**config.mk**
```make
export PLATFORM = sky130hd
export DESIGN_NAME = uart_alu_interface_flat
export DESIGN_NICKNAME = d
export VERILOG_FILES = /design/src/rtl/uart_alu_interface_if.sv /design/src/rtl/uart_alu_interface.sv /design/src/flat_wrapper.sv
export SDC_FILE = /design/constraint.sdc
export NUM_CORES = 1
export LEC_CHECK = 0
export CAP_MARGIN = 10
export CORE_ASPECT_RATIO = 2
export CORE_UTILIZATION = 51
export CTS_BUF_LIST = sky130_fd_sc_hd__clkbuf_4 sky130_fd_sc_hd__clkbuf_8
export CTS_CLUSTER_DIAMETER = 100
export CTS_CLUSTER_SIZE = 40
export DETAILED_ROUTE_END_ITERATION = 12
export GPL_TIMING_DRIVEN = 0
export MAX_ROUTING_LAYER = met4
export PLACE_DENSITY = 0.89
export SLEW_MARGIN = 20
export SYNTH_ARGS = -nofsm -noshare
export SYNTH_HDL_FRONTEND = slang
export SYNTH_SLANG_ARGS = --single-unit
```
**constraint.sdc**
```tcl
create_clock -name i_clock -period 2.8 [get_ports i_clock]
set_input_delay 0.42 -clock i_clock [delete_from_list [all_inputs] [get_ports i_clock]]
set_output_delay 0.42 -clock i_clock [all_outputs]
set_load 0.05 [all_outputs]
```
**src/rtl/uart_alu_interface_if.sv**
```systemverilog
// ---------------------------------------------------------------------------
// uart_alu_interface_if
//   Bundles the byte stream, ALU and transmitter signals of the UART/ALU
//   protocol engine.
//   slave  : the protocol engine (consumes rx bytes and ALU result, drives
//            operands, opcode, tx byte/start, busy and drop).
//   master : the surrounding environment (UART rx/tx pair and ALU).
//   Signals:
//     i_tick          16x baud tick pulse
//     i_rx_data_valid received byte strobe
//     i_rx_data       received byte
//     i_alu_result    combinational ALU output
//     o_alu_data_a/b  registered operands
//     o_alu_op        registered opcode
//     o_tx_data       registered transmit byte
//     o_tx_start      one-cycle transmit start
//     o_busy          command in flight (SEND / WAIT_TX)
//     o_drop          one-cycle pulse, a received byte was discarded
// ---------------------------------------------------------------------------
interface uart_alu_interface_if #(
  parameter int NB_DATA = 8,
  parameter int NB_OP   = 6
);
  logic               i_tick;
  logic               i_rx_data_valid;
  logic [NB_DATA-1:0] i_rx_data;
  logic [NB_DATA-1:0] i_alu_result;
  logic [NB_DATA-1:0] o_alu_data_a;
  logic [NB_DATA-1:0] o_alu_data_b;
  logic [NB_OP-1:0]   o_alu_op;
  logic [NB_DATA-1:0] o_tx_data;
  logic               o_tx_start;
  logic               o_busy;
  logic               o_drop;

  modport slave (
    input  i_tick, i_rx_data_valid, i_rx_data, i_alu_result,
    output o_alu_data_a, o_alu_data_b, o_alu_op, o_tx_data,
           o_tx_start, o_busy, o_drop
  );

  modport master (
    output i_tick, i_rx_data_valid, i_rx_data, i_alu_result,
    input  o_alu_data_a, o_alu_data_b, o_alu_op, o_tx_data,
           o_tx_start, o_busy, o_drop
  );
endinterface

```
**src/rtl/uart_alu_interface.sv**
```systemverilog
// ---------------------------------------------------------------------------
// uart_alu_interface
//   Collects operand A, operand B and opcode bytes from the UART receiver,
//   presents them to a combinational ALU, captures the result and launches
//   it on the UART transmitter, then refuses new bytes until the frame plus
//   a guard interval has elapsed (counted in 16x baud ticks).
//   Ports:
//     i_clock  system clock, rising edge
//     i_reset  synchronous active-high reset
//     bus      uart_alu_interface_if.slave (rx stream, ALU, tx, status)
// ---------------------------------------------------------------------------
module uart_alu_interface #(
  parameter int NB_DATA     = 8,
  parameter int NB_OP       = 6,
  parameter int NB_STOP     = 1,
  parameter int GUARD_TICKS = 16,
  parameter int FRAME_TICKS = 16*(1+NB_DATA+NB_STOP)+GUARD_TICKS,
  parameter int NB_TICK_CNT = $clog2(FRAME_TICKS)
) (
  input  logic                  i_clock,
  input  logic                  i_reset,
  uart_alu_interface_if.slave   bus
);

  typedef enum logic [2:0] {
    WAIT_A  = 3'd0,
    WAIT_B  = 3'd1,
    WAIT_OP = 3'd2,
    SEND    = 3'd3,
    WAIT_TX = 3'd4
  } state_t;

  localparam logic [NB_TICK_CNT-1:0] LAST_TICK = NB_TICK_CNT'(FRAME_TICKS-1);

  state_t                 state_q;
  logic [NB_TICK_CNT-1:0] cnt_q;
  logic [NB_DATA-1:0]     a_q;
  logic [NB_DATA-1:0]     b_q;
  logic [NB_OP-1:0]       op_q;
  logic [NB_DATA-1:0]     tx_data_q;
  logic                   tx_start_q;
  logic                   drop_q;

  always_ff @(posedge i_clock) begin
    if (i_reset) begin
      state_q    <= WAIT_A;
      cnt_q      <= '0;
      a_q        <= '0;
      b_q        <= '0;
      op_q       <= '0;
      tx_data_q  <= '0;
      tx_start_q <= 1'b0;
      drop_q     <= 1'b0;
    end else begin
      // Pulses default low; they are raised for exactly one cycle below.
      tx_start_q <= 1'b0;
      drop_q     <= 1'b0;
      case (state_q)
        WAIT_A: begin
          if (bus.i_rx_data_valid) begin
            a_q     <= bus.i_rx_data;
            state_q <= WAIT_B;
          end
        end
        WAIT_B: begin
          if (bus.i_rx_data_valid) begin
            b_q     <= bus.i_rx_data;
            state_q <= WAIT_OP;
          end
        end
        WAIT_OP: begin
          if (bus.i_rx_data_valid) begin
            op_q    <= bus.i_rx_data[NB_OP-1:0];
            state_q <= SEND;
          end
        end
        SEND: begin
          // The ALU has had the whole SEND cycle to settle on the new opcode.
          tx_data_q  <= bus.i_alu_result;
          tx_start_q <= 1'b1;
          cnt_q      <= '0;
          state_q    <= WAIT_TX;
          if (bus.i_rx_data_valid) drop_q <= 1'b1;
        end
        WAIT_TX: begin
          if (bus.i_tick) begin
            if (cnt_q == LAST_TICK) begin
              cnt_q   <= '0;
              state_q <= WAIT_A;
            end else begin
              cnt_q <= cnt_q + NB_TICK_CNT'(1);
            end
          end
          // A byte arriving on the exit cycle is still discarded.
          if (bus.i_rx_data_valid) drop_q <= 1'b1;
        end
        default: begin
          state_q <= WAIT_A;
          cnt_q   <= '0;
        end
      endcase
    end
  end

  assign bus.o_alu_data_a = a_q;
  assign bus.o_alu_data_b = b_q;
  assign bus.o_alu_op     = op_q;
  assign bus.o_tx_data    = tx_data_q;
  assign bus.o_tx_start   = tx_start_q;
  assign bus.o_drop       = drop_q;
  assign bus.o_busy       = (state_q == SEND) || (state_q == WAIT_TX);

endmodule

```
**src/flat_wrapper.sv**
```systemverilog
// flat-port wrapper written by rule: the top's interface ports become plain ports
module uart_alu_interface_flat 
#(
  parameter int NB_DATA     = 8,
  parameter int NB_OP       = 6,
  parameter int NB_STOP     = 1,
  parameter int GUARD_TICKS = 16,
  parameter int FRAME_TICKS = 16*(1+NB_DATA+NB_STOP)+GUARD_TICKS,
  parameter int NB_TICK_CNT = $clog2(FRAME_TICKS)
)
  (i_clock, i_reset, bus_i_tick, bus_i_rx_data_valid, bus_i_rx_data, bus_i_alu_result, bus_o_alu_data_a, bus_o_alu_data_b, bus_o_alu_op, bus_o_tx_data, bus_o_tx_start, bus_o_busy, bus_o_drop);
  uart_alu_interface_if #(.NB_DATA(NB_DATA), .NB_OP(NB_OP)) bus_i ();
  input  logic i_clock;
  input  logic i_reset;
  input wire logic [$bits(bus_i.i_tick)-1:0] bus_i_tick;
  input wire logic [$bits(bus_i.i_rx_data_valid)-1:0] bus_i_rx_data_valid;
  input wire logic [$bits(bus_i.i_rx_data)-1:0] bus_i_rx_data;
  input wire logic [$bits(bus_i.i_alu_result)-1:0] bus_i_alu_result;
  output wire logic [$bits(bus_i.o_alu_data_a)-1:0] bus_o_alu_data_a;
  output wire logic [$bits(bus_i.o_alu_data_b)-1:0] bus_o_alu_data_b;
  output wire logic [$bits(bus_i.o_alu_op)-1:0] bus_o_alu_op;
  output wire logic [$bits(bus_i.o_tx_data)-1:0] bus_o_tx_data;
  output wire logic [$bits(bus_i.o_tx_start)-1:0] bus_o_tx_start;
  output wire logic [$bits(bus_i.o_busy)-1:0] bus_o_busy;
  output wire logic [$bits(bus_i.o_drop)-1:0] bus_o_drop;
  assign bus_i.i_tick = bus_i_tick;
  assign bus_i.i_rx_data_valid = bus_i_rx_data_valid;
  assign bus_i.i_rx_data = bus_i_rx_data;
  assign bus_i.i_alu_result = bus_i_alu_result;
  assign bus_o_alu_data_a = bus_i.o_alu_data_a;
  assign bus_o_alu_data_b = bus_i.o_alu_data_b;
  assign bus_o_alu_op = bus_i.o_alu_op;
  assign bus_o_tx_data = bus_i.o_tx_data;
  assign bus_o_tx_start = bus_i.o_tx_start;
  assign bus_o_busy = bus_i.o_busy;
  assign bus_o_drop = bus_i.o_drop;
  uart_alu_interface #(.NB_DATA(NB_DATA), .NB_OP(NB_OP), .NB_STOP(NB_STOP), .GUARD_TICKS(GUARD_TICKS), .FRAME_TICKS(FRAME_TICKS), .NB_TICK_CNT(NB_TICK_CNT)) u_core (.i_clock(i_clock), .i_reset(i_reset), .bus(bus_i));
endmodule
```
==> results.yml, run 1 <==
detailed_routing:
  vias_per_cell: 5.38
  drc: 0
  antenna_left: 0
  dr_total_vias: 1432
  dr.pass1.iters: 4
  routed_wl_mm: 3.73
  first_iter_violations: 30
  drt-wirelength-per-cell_um: 14.0
power_and_ir_drop:
  p_leak_nw: 0.894
  power.density_nw_per_um2: 536
  ir_worst_vdd_mv: 0.492
floorplan:
  die_width_um: 42.9
  start_util_pct: 53.4
  die_y_um: 83.8
  rows: 29
  die_area_um2: 3590
  core-area_um2: 3190
  num_io_pins: 53
setup_path:
  critPathArrivalTime_ns: 1.96
  worst_setup_path_end_kind: "primary output"
  reg2reg_depth: 5
  r2r_setup_slack_ns: 1.18
  critPathRequiredTime_ns: 2.38
  r2r-end: "u_core.cnt_q[0]"
  crit_type: "flip-flop to primary output"
  rr_startpoint: "u_core.cnt_q[0]"
  worstPathMaxFanout: 10
  cp-start-kind: "flip-flop"
job:
  drv_cap: 0
yosys:
  yosysWarningCount: 0
  netlist_instances: 175
  synth-async-reset-ratio_pct: 0
  synth.area.top_cells: "dfxtp_1 51%, mux2i_1 13%, nor2_1 7.0%"
  yosys_most_used_dff: "dfxtp_1"
  ys_seq_elements: 43
  synthDistinctLibCells: 34
  yosysSeqAreaShare_pct: 50.5
  synth.net_count: 196
  avgSynthCellArea_um2: 9.74
  yosysTopAreaCellShare_pct: 50.5
  synth_top_cell_by_area: "dfxtp_1"
  synth_edf_count: 0
  syn_area_um2: 1700
layout:
  final_layout_size_suffix_gt1_share_pct: 8.09
  mostFrequentLayoutCell: "clkdlybuf4s50_1"
  final_util_pct: 74.1
  nFillCells: 243
  mostFrequentLayoutCells: "52 x clkdlybuf4s50_1, 43 x dfxtp_1, 32 x nor2_1, 22 x mux2i_1, 19 x nand2_1"
  nets: 255
  area_delta_synth_final_pct: 38.9
  diodes: 0
  finalInstanceArea_um2: 2370
timing:
  fin_tns_setup_ns: 0
  relSlewSlack_pct: 64.6
  clock_skew_ns: 0.00312
  tightest_slew_ns: 0.529
  min_period_ns: 2.38
  setup_viol: 0
  hold_viol_final: 0
  maxSlewViolCount: 0
  rsz0062_at_grt: "no"
  clock.fmax_mhz: 420
  fin_crit_sh_pct: 85.0
clock_network:
  cts.sinks: 43
  ctsHoldBuffers: 0
  cts_setup_buffers: 0
  clock_latency_ns: 0.29
  cts_resized: 0
  clk_pin_slew_worst_paths_ns: 0.07
  cts_tree: "yes"
  cts-htree-levels: 2
  clk_path_buf_depth: 2
  clock-root-buffer: "clkbuf_8"
  cts_made_buffers: 5
placement:
  gp_congestion: 0.852
  portBuffers: 52
  place_area_um2: 2260
  dp_hpwl_mm: 2.76
run_status:
  status: "complete, no violations"
hold_path:
  hold_depth: 2
  hp-class: "flip-flop to flip-flop"
  min_from: "u_core.bus.o_alu_data_a[7]"
  worstHoldEndpoint: "u_core.bus.o_alu_data_a[7]"
global_routing:
  grt_pass1_wl_mm: 6.04
  top_usage_layer: "met2"
  use_met2_pct: 39.4
  grtUsageMet3_pct: 3.46
  grt_pass1_vias: 1348
  grt-ovfl-total: 0
  grt_use_total_pct: 22.6
  antenna_found_initial: 0
  use_met1_pct: 23.1
  grt_max_degree: 13
==> critical path, stage by stage, from the launching register on <==
cell,delay (ns)
dfxtp_1,0.30
buf_4,0.16
nor2_1,0.22
nand2_1,0.11
nand2_1,0.08
clkdlybuf4s50_1,0.79
==> worst max-delay path by stage <==
stage	start	endpoint	slack (ns)	cells after the start
global placement	u_core.state_q[1]	bus_o_busy	0.74	5
global route	u_core.state_q[1]	bus_o_busy	0.32	5
finish	u_core.state_q[1]	bus_o_busy	0.42	5
floorplan	u_core.state_q[1]	bus_o_busy	1.33	4
detailed placement	u_core.state_q[1]	bus_o_busy	0.76	5
CTS	u_core.state_q[1]	bus_o_busy	0.42	5
==> kinds of logic after synthesis <==
kind of cell / count (synthesis) / synth area share [%]
muxes: 22 / 12.9
buffers and inverters: 9 / 3.16
DFF: 43 / 50.5
adders and majority gates: 1 / 0.734
AOI/OAI and AO/OA: 18 / 6.46
and+or+nand+nor: 75 / 22.6
xor gates and xnor gates: 7 / 3.60
==> synthesized netlist by cell type, types with 2 or more instances <==
cell,n
dfxtp_1,43
nor2_1,32
mux2i_1,22
nand2_1,19
a21oi_1,10
xnor2_1,7
clkbuf_1,4
nand4_1,3
nor3_1,3
a211oi_1,2
a21o_1,2
buf_6,2
nand2b_1,2
nand3_1,2
nand3b_1,2
nor4_1,2
==> layer usage <==
layer  vias to the layer above  wire length [um]
li1                        713                 -
met1                       666              1450
met2                        42              2040
met3                        11               134
met4                         0               108
met5                         -                 0
==> sequential cells by signal (all words and copies together), names as in the netlist <==
| register | flops |
|---|---|
| u_core.bus.o_alu_data_a | 8 |
| u_core.bus.o_alu_data_b | 8 |
| u_core.bus.o_tx_data | 8 |
| u_core.cnt_q | 8 |
| u_core.bus.o_alu_op | 6 |
| u_core.state_q | 3 |
| u_core.bus.o_drop | 1 |
| u_core.bus.o_tx_start | 1 |
==> through the flow <==
stage | instances | hold WS, ns | power [mW] | setup slack [ns]
after floorplan | 175 | 0.467 | 0.774 | 1.33
after global placement | 258 | 0.442 | 0.848 | 0.745
after detailed placement | 258 | 0.453 | 0.851 | 0.756
after CTS | 266 | 0.463 | 1.28 | 0.417
after global routing | 266 | 0.474 | 1.32 | 0.324
final | 266 | 0.462 | 1.27 | 0.420
==> cell type report <==
| class | instances | area, um2 | area share, % |
|---|---|---|---|
| Multi-Input combinational cell | 123 | 790 | 33.4 |
| Sequential cell | 43 | 861 | 36.4 |
| Tap cell | 31 | 38.8 | 1.64 |
| Buffer | 9 | 53.8 | 2.27 |
| Clock buffer | 8 | 104 | 4.39 |
| Timing Repair Buffer | 52 | 520 | 22.0 |
==> where the power goes <==
| part | switching [mW] | leakage (nW) | internal, mW |
|---|---|---|---|
| Clock | 0.197 | 0.0549 | 0.235 |
| Sequential | 0.00927 | 0.349 | 0.629 |
| Combinational | 0.119 | 0.491 | 0.0797 |
| Total | 0.325 | 0.894 | 0.944 |
Note: power is estimated with default switching activity, not from simulation.
==> run 2: changes to the inputs <==
Settings changed: CORE_ASPECT_RATIO 2 to 0.9.
==> run 2 against run 1 <==
  * Non-clock buffer count unchanged
  * Global-route usage grew 1.6 points
  * First-iteration DRC count grew to 3.3 times the previous value
  * Sequential share of layout area decreased by 0.75 points
  * Critical path depth unchanged
  * Cell count increased by 4.1%
  * Largest power group unchanged
==> results.yml, run 2 (synthesis results as in run 1) <==
layout:
  mostFrequentLayoutCells: "52 x clkdlybuf4s50_1, 43 x dfxtp_1, 32 x nor2_1, 22 x mux2i_1, 19 x nand2_1"
  diodes: 0
  final_layout_size_suffix_gt1_share_pct: 8.09
  mostFrequentLayoutCell: "clkdlybuf4s50_1"
  area_delta_synth_final_pct: 41.9
  nets: 255
timing:
  clock_skew_ns: 0.00965
  rsz0062_at_grt: "no"
  min_period_ns: 2.42
  fin_tns_setup_ns: 0
  clock.fmax_mhz: 413
  hold_viol_final: 0
  fin_crit_sh_pct: 86.4
  relSlewSlack_pct: 62.8
  tightest_slew_ns: 0.555
  maxSlewViolCount: 0
  setup_viol: 0
  timing.hold.ws_ns: 0.458
detailed_routing:
  drt-wirelength-per-cell_um: 14.5
  drc: 0
  antenna_left: 0
  vias_per_cell: 5.35
  first_iter_violations: 100
  dr_total_vias: 1483
  routed_wl_mm: 4.02
  dr.pass1.iters: 4
setup_path:
  critPathRequiredTime_ns: 2.38
  worstPathBufferInverterCount: 2
  reg2reg_depth: 5
  crit_chain: "buf_4, nor2_1, nand2_1, nand2_1, clkdlybuf4s50_1"
  slowest_stage: "clkdlybuf4s50_1"
  critPathArrivalTime_ns: 2.00
  cp_top_family: "buffers and inverters"
  cp-start-kind: "flip-flop"
  worstPathMaxFanout: 10
  crit_cells: 5
  worst_setup_path_end_kind: "primary output"
  path_common_cell: "nand2_1"
  crit_type: "flip-flop to primary output"
  max_stage_delay_ns: 0.80
clock_network:
  ctsHoldBuffers: 0
  clk_path_buf_depth: 2
  cts_resized: 0
  clock_latency_ns: 0.30
  cts.sinks: 43
  cts-htree-levels: 2
  cts_tree: "yes"
  cts_made_buffers: 5
  clock-root-buffer: "clkbuf_8"
  cts_setup_buffers: 0
  clk_pin_slew_worst_paths_ns: 0.09
floorplan:
  die_y_um: 56.8
  rows: 19
  num_io_pins: 53
  start_util_pct: 54.7
  core-area_um2: 3110
  die_area_um2: 3580
  die_width_um: 62.9
power_and_ir_drop:
  finalPower_mw: 1.44
  ir_worst_vdd_mv: 0.455
  power.density_nw_per_um2: 596
  p_leak_nw: 0.910
placement:
  dp_hpwl_mm: 2.63
  gp_congestion: 0.828
  portBuffers: 52
global_routing:
  antenna_found_initial: 0
  grt_use_total_pct: 24.2
  grt_pass1_vias: 1417
  grt_max_degree: 16
  grt_pass1_wl_mm: 6.33
  grt-ovfl-total: 0
hold_path:
  hp-class: "flip-flop to flip-flop"
  hold_depth: 2
run_status:
  status: "complete, no violations"
job:
  drv_cap: 0
==> run 2: changes by cell type in the layout (fill, tap and decap cells not counted) <==
cell / before / now
bufinv_16: 0 / 2
clkbuf_8: 7 / 5
clkbuf_4: 1 / 0
inv_8: 0 / 1
==> run 2: area by class of cell <==
class	instances	area [um2]
fillers	202	697
multi-input cells	123	790
plain buffers	9	53.8
flip-flops and latches	43	861
clock inverters	3	71.3
repair buffers	52	520
well taps	42	52.6
clock buffers	5	68.8
==> run 2: worst paths after layout <==
path	startpoint	end	slack (ns)
max	u_core.state_q[1]	bus_o_busy	0.38
min reg2reg	u_core.bus.o_alu_data_a[6]	u_core.bus.o_alu_data_a[6]	0.46
min	u_core.bus.o_alu_data_a[6]	u_core.bus.o_alu_data_a[6]	0.46
max reg2reg	u_core.cnt_q[0]	u_core.cnt_q[6]	1.25
==> run 2: report_power, final <==
part | switching [mW] | total, mW | internal (mW)
Clock | 0.236 | 0.598 | 0.362
Combinational | 0.123 | 0.203 | 0.0798
Sequential | 0.00936 | 0.638 | 0.629
==> run 2: metal layers <==
layer	GRT usage (%)	wire (um)	vias up
met3	10.2	307	12
met4	12.0	102	0
li1	-	-	712
met2	38.2	1890	45
met1	25.9	1720	714
met5	-	0	-
==> run 2: per-stage QoR <==
stage	utilization, %	area, um2	worst slack (ns)	cells
6_report	77.6	2420	0.380	277
5_1_grt	77.6	2420	0.264	277
4_1_cts	77.6	2420	0.373	277
3_5_place_dp	73.1	2280	0.709	269
3_3_place_gp	73.1	2280	0.714	269
2_1_floorplan	-	1700	1.33	175
==> run 2: tightest hold or removal path: stages, from the launching register on <==
cell and delay, ns:
dfxtp_1 0.32, nand2_1 0.05, a21oi_1 0.05
==> run 3: changes to the inputs <==
Settings changed: CORE_UTILIZATION 51 to 48, PLACE_DENSITY 0.89 to unset, PLACE_DENSITY_LB_ADDON set to 0.1.
Clock period 2.8 ns to 2.75 ns, I/O delays scaled along.
==> run 3 against run 2 <==
  * First-iteration DRC count grew 110%
  * Clock skew shrank 0.0051 ns
  * Clock power down 25%
  * Cell count increased by 0.72%
  * Power fell by 9.5%
  * Die area increased by 6.0%
  * Via count decreased by 1.3%
  * Non-clock buffer count stayed put
  * Wire length rose by 0.42%
  * Critical path depth stayed put
  * Flip-flop and latch count did not move
  * Critical path type unchanged
==> results.yml, run 3 (synthesis results as in run 1) <==
run_status:
  status: "complete, no violations"
hold_path:
  min_from: "u_core.bus.o_alu_data_a[6]"
  worstHoldEndpoint: "u_core.bus.o_alu_data_a[6]"
  hp-class: "flip-flop to flip-flop"
  hold_depth: 2
floorplan:
  core-area_um2: 3380
  die_y_um: 58.5
  rows: 20
  die_width_um: 64.8
  die_area_um2: 3790
  start_util_pct: 50.4
  num_io_pins: 53
global_routing:
  grt_pass1_vias: 1451
  grt_pass1_wl_mm: 6.56
  grt_use_total_pct: 23.9
  grt-ovfl-total: 0
  antenna_found_initial: 0
  grt_max_degree: 13
layout:
  mostFrequentLayoutCell: "clkdlybuf4s50_1"
  mostFrequentLayoutCells: "52 x clkdlybuf4s50_1, 43 x dfxtp_1, 32 x nor2_1, 22 x mux2i_1, 19 x nand2_1"
  finalInstanceArea_um2: 2380
  diodes: 0
  nets: 255
  stdcell_count: 279
  area_delta_synth_final_pct: 39.9
  final_layout_size_suffix_gt1_share_pct: 8.09
  final_util_pct: 70.6
job:
  drv_cap: 0
timing:
  clock_skew_ns: 0.00459
  fin_tns_setup_ns: 0
  fin_crit_sh_pct: 86.1
  tightest_slew_ns: 0.521
  rsz0062_at_grt: "no"
  maxSlewViolCount: 0
  clock.fmax_mhz: 422
  min_period_ns: 2.37
  hold_viol_final: 0
  setup_viol: 0
  relSlewSlack_pct: 65.2
clock_network:
  clk_path_buf_depth: 2
  cts_made_buffers: 5
  cts.sinks: 43
  cts_setup_buffers: 0
  cts_resized: 0
  ctsHoldBuffers: 0
  cts_tree: "yes"
  clock-root-buffer: "clkbuf_8"
  cts-htree-levels: 2
  clk_pin_slew_worst_paths_ns: 0.08
  clock_latency_ns: 0.30
detailed_routing:
  drc: 0
  dr.pass1.iters: 4
  drt-wirelength-per-cell_um: 14.5
  first_iter_violations: 205
  antenna_left: 0
  vias_per_cell: 5.24
  dr_total_vias: 1463
  routed_wl_mm: 4.04
power_and_ir_drop:
  power.density_nw_per_um2: 547
  ir_worst_vdd_mv: 0.375
  p_leak_nw: 0.894
placement:
  place_area_um2: 2280
  dp_hpwl_mm: 2.86
  portBuffers: 52
  dp.cells: 271
  gp_congestion: 0.769
setup_path:
  worstPathMaxFanout: 10
  critPathArrivalTime_ns: 1.96
  r2r_setup_slack_ns: 1.07
  r2r-end: "u_core.cnt_q[5]"
  crit_type: "flip-flop to primary output"
  critPathRequiredTime_ns: 2.34
  worst_setup_path_end_kind: "primary output"
  rr_startpoint: "u_core.cnt_q[0]"
  cp-start-kind: "flip-flop"
  reg2reg_depth: 5
==> run 3: cell types whose count changed in the layout (fill, tap and decap cells not counted), sizes merged <==
cell,before,now
bufinv,2,0
clkbuf,9,12
inv,1,0
==> run 3: power breakdown <==
part           total (mW)  internal (mW)  switching [mW]
Clock               0.448          0.239           0.209
Sequential          0.651          0.641          0.0102
Combinational       0.204         0.0813           0.123
Total                1.30          0.961           0.343
==> run 3: through the flow <==
stage	hold WS [ns]	setup WS, ns	total power, mW
global placement	0.442	0.693	0.863
global route	0.500	0.266	1.36
detailed placement	0.454	0.714	0.869
floorplan	0.467	1.28	0.788
CTS	0.464	0.373	1.32
finish	0.465	0.382	1.30
==> run 3: per-layer routing <==
metal | GRT usage (%) | vias to the layer above | wire, um
met5 | - | - | 0
met4 | 8.25 | 0 | 61
met3 | 9.30 | 8 | 251
met2 | 39.4 | 61 | 2050
met1 | 26.4 | 682 | 1680
li1 | - | 712 | -
==> run 3: worst max-delay path, stage by stage, from the launching register on <==
cell and delay [ns]:
dfxtp_1 0.30, buf_4 0.16, nor2_1 0.22, nand2_1 0.10
nand2_1 0.08, clkdlybuf4s50_1 0.79
==> run 3: cell type report <==
type / instances / area, um2
tap: 44 / 55.1
timing repair buffer: 52 / 520
multi-input combinational: 123 / 790
clock buffer: 8 / 104
buffer: 9 / 53.8
fill: 288 / 995
sequential: 43 / 861
==> run 3: worst max path at each step <==
stage,from,endpoint,slack (ns),cells past startpoint
2_1_floorplan,u_core.state_q[1],bus_o_busy,1.28,4
3_3_place_gp,u_core.state_q[1],bus_o_busy,0.69,5
3_5_place_dp,u_core.state_q[1],bus_o_busy,0.71,5
4_1_cts,u_core.state_q[1],bus_o_busy,0.37,5
5_1_grt,u_core.state_q[1],bus_o_busy,0.27,5
6_report,u_core.state_q[1],bus_o_busy,0.38,5
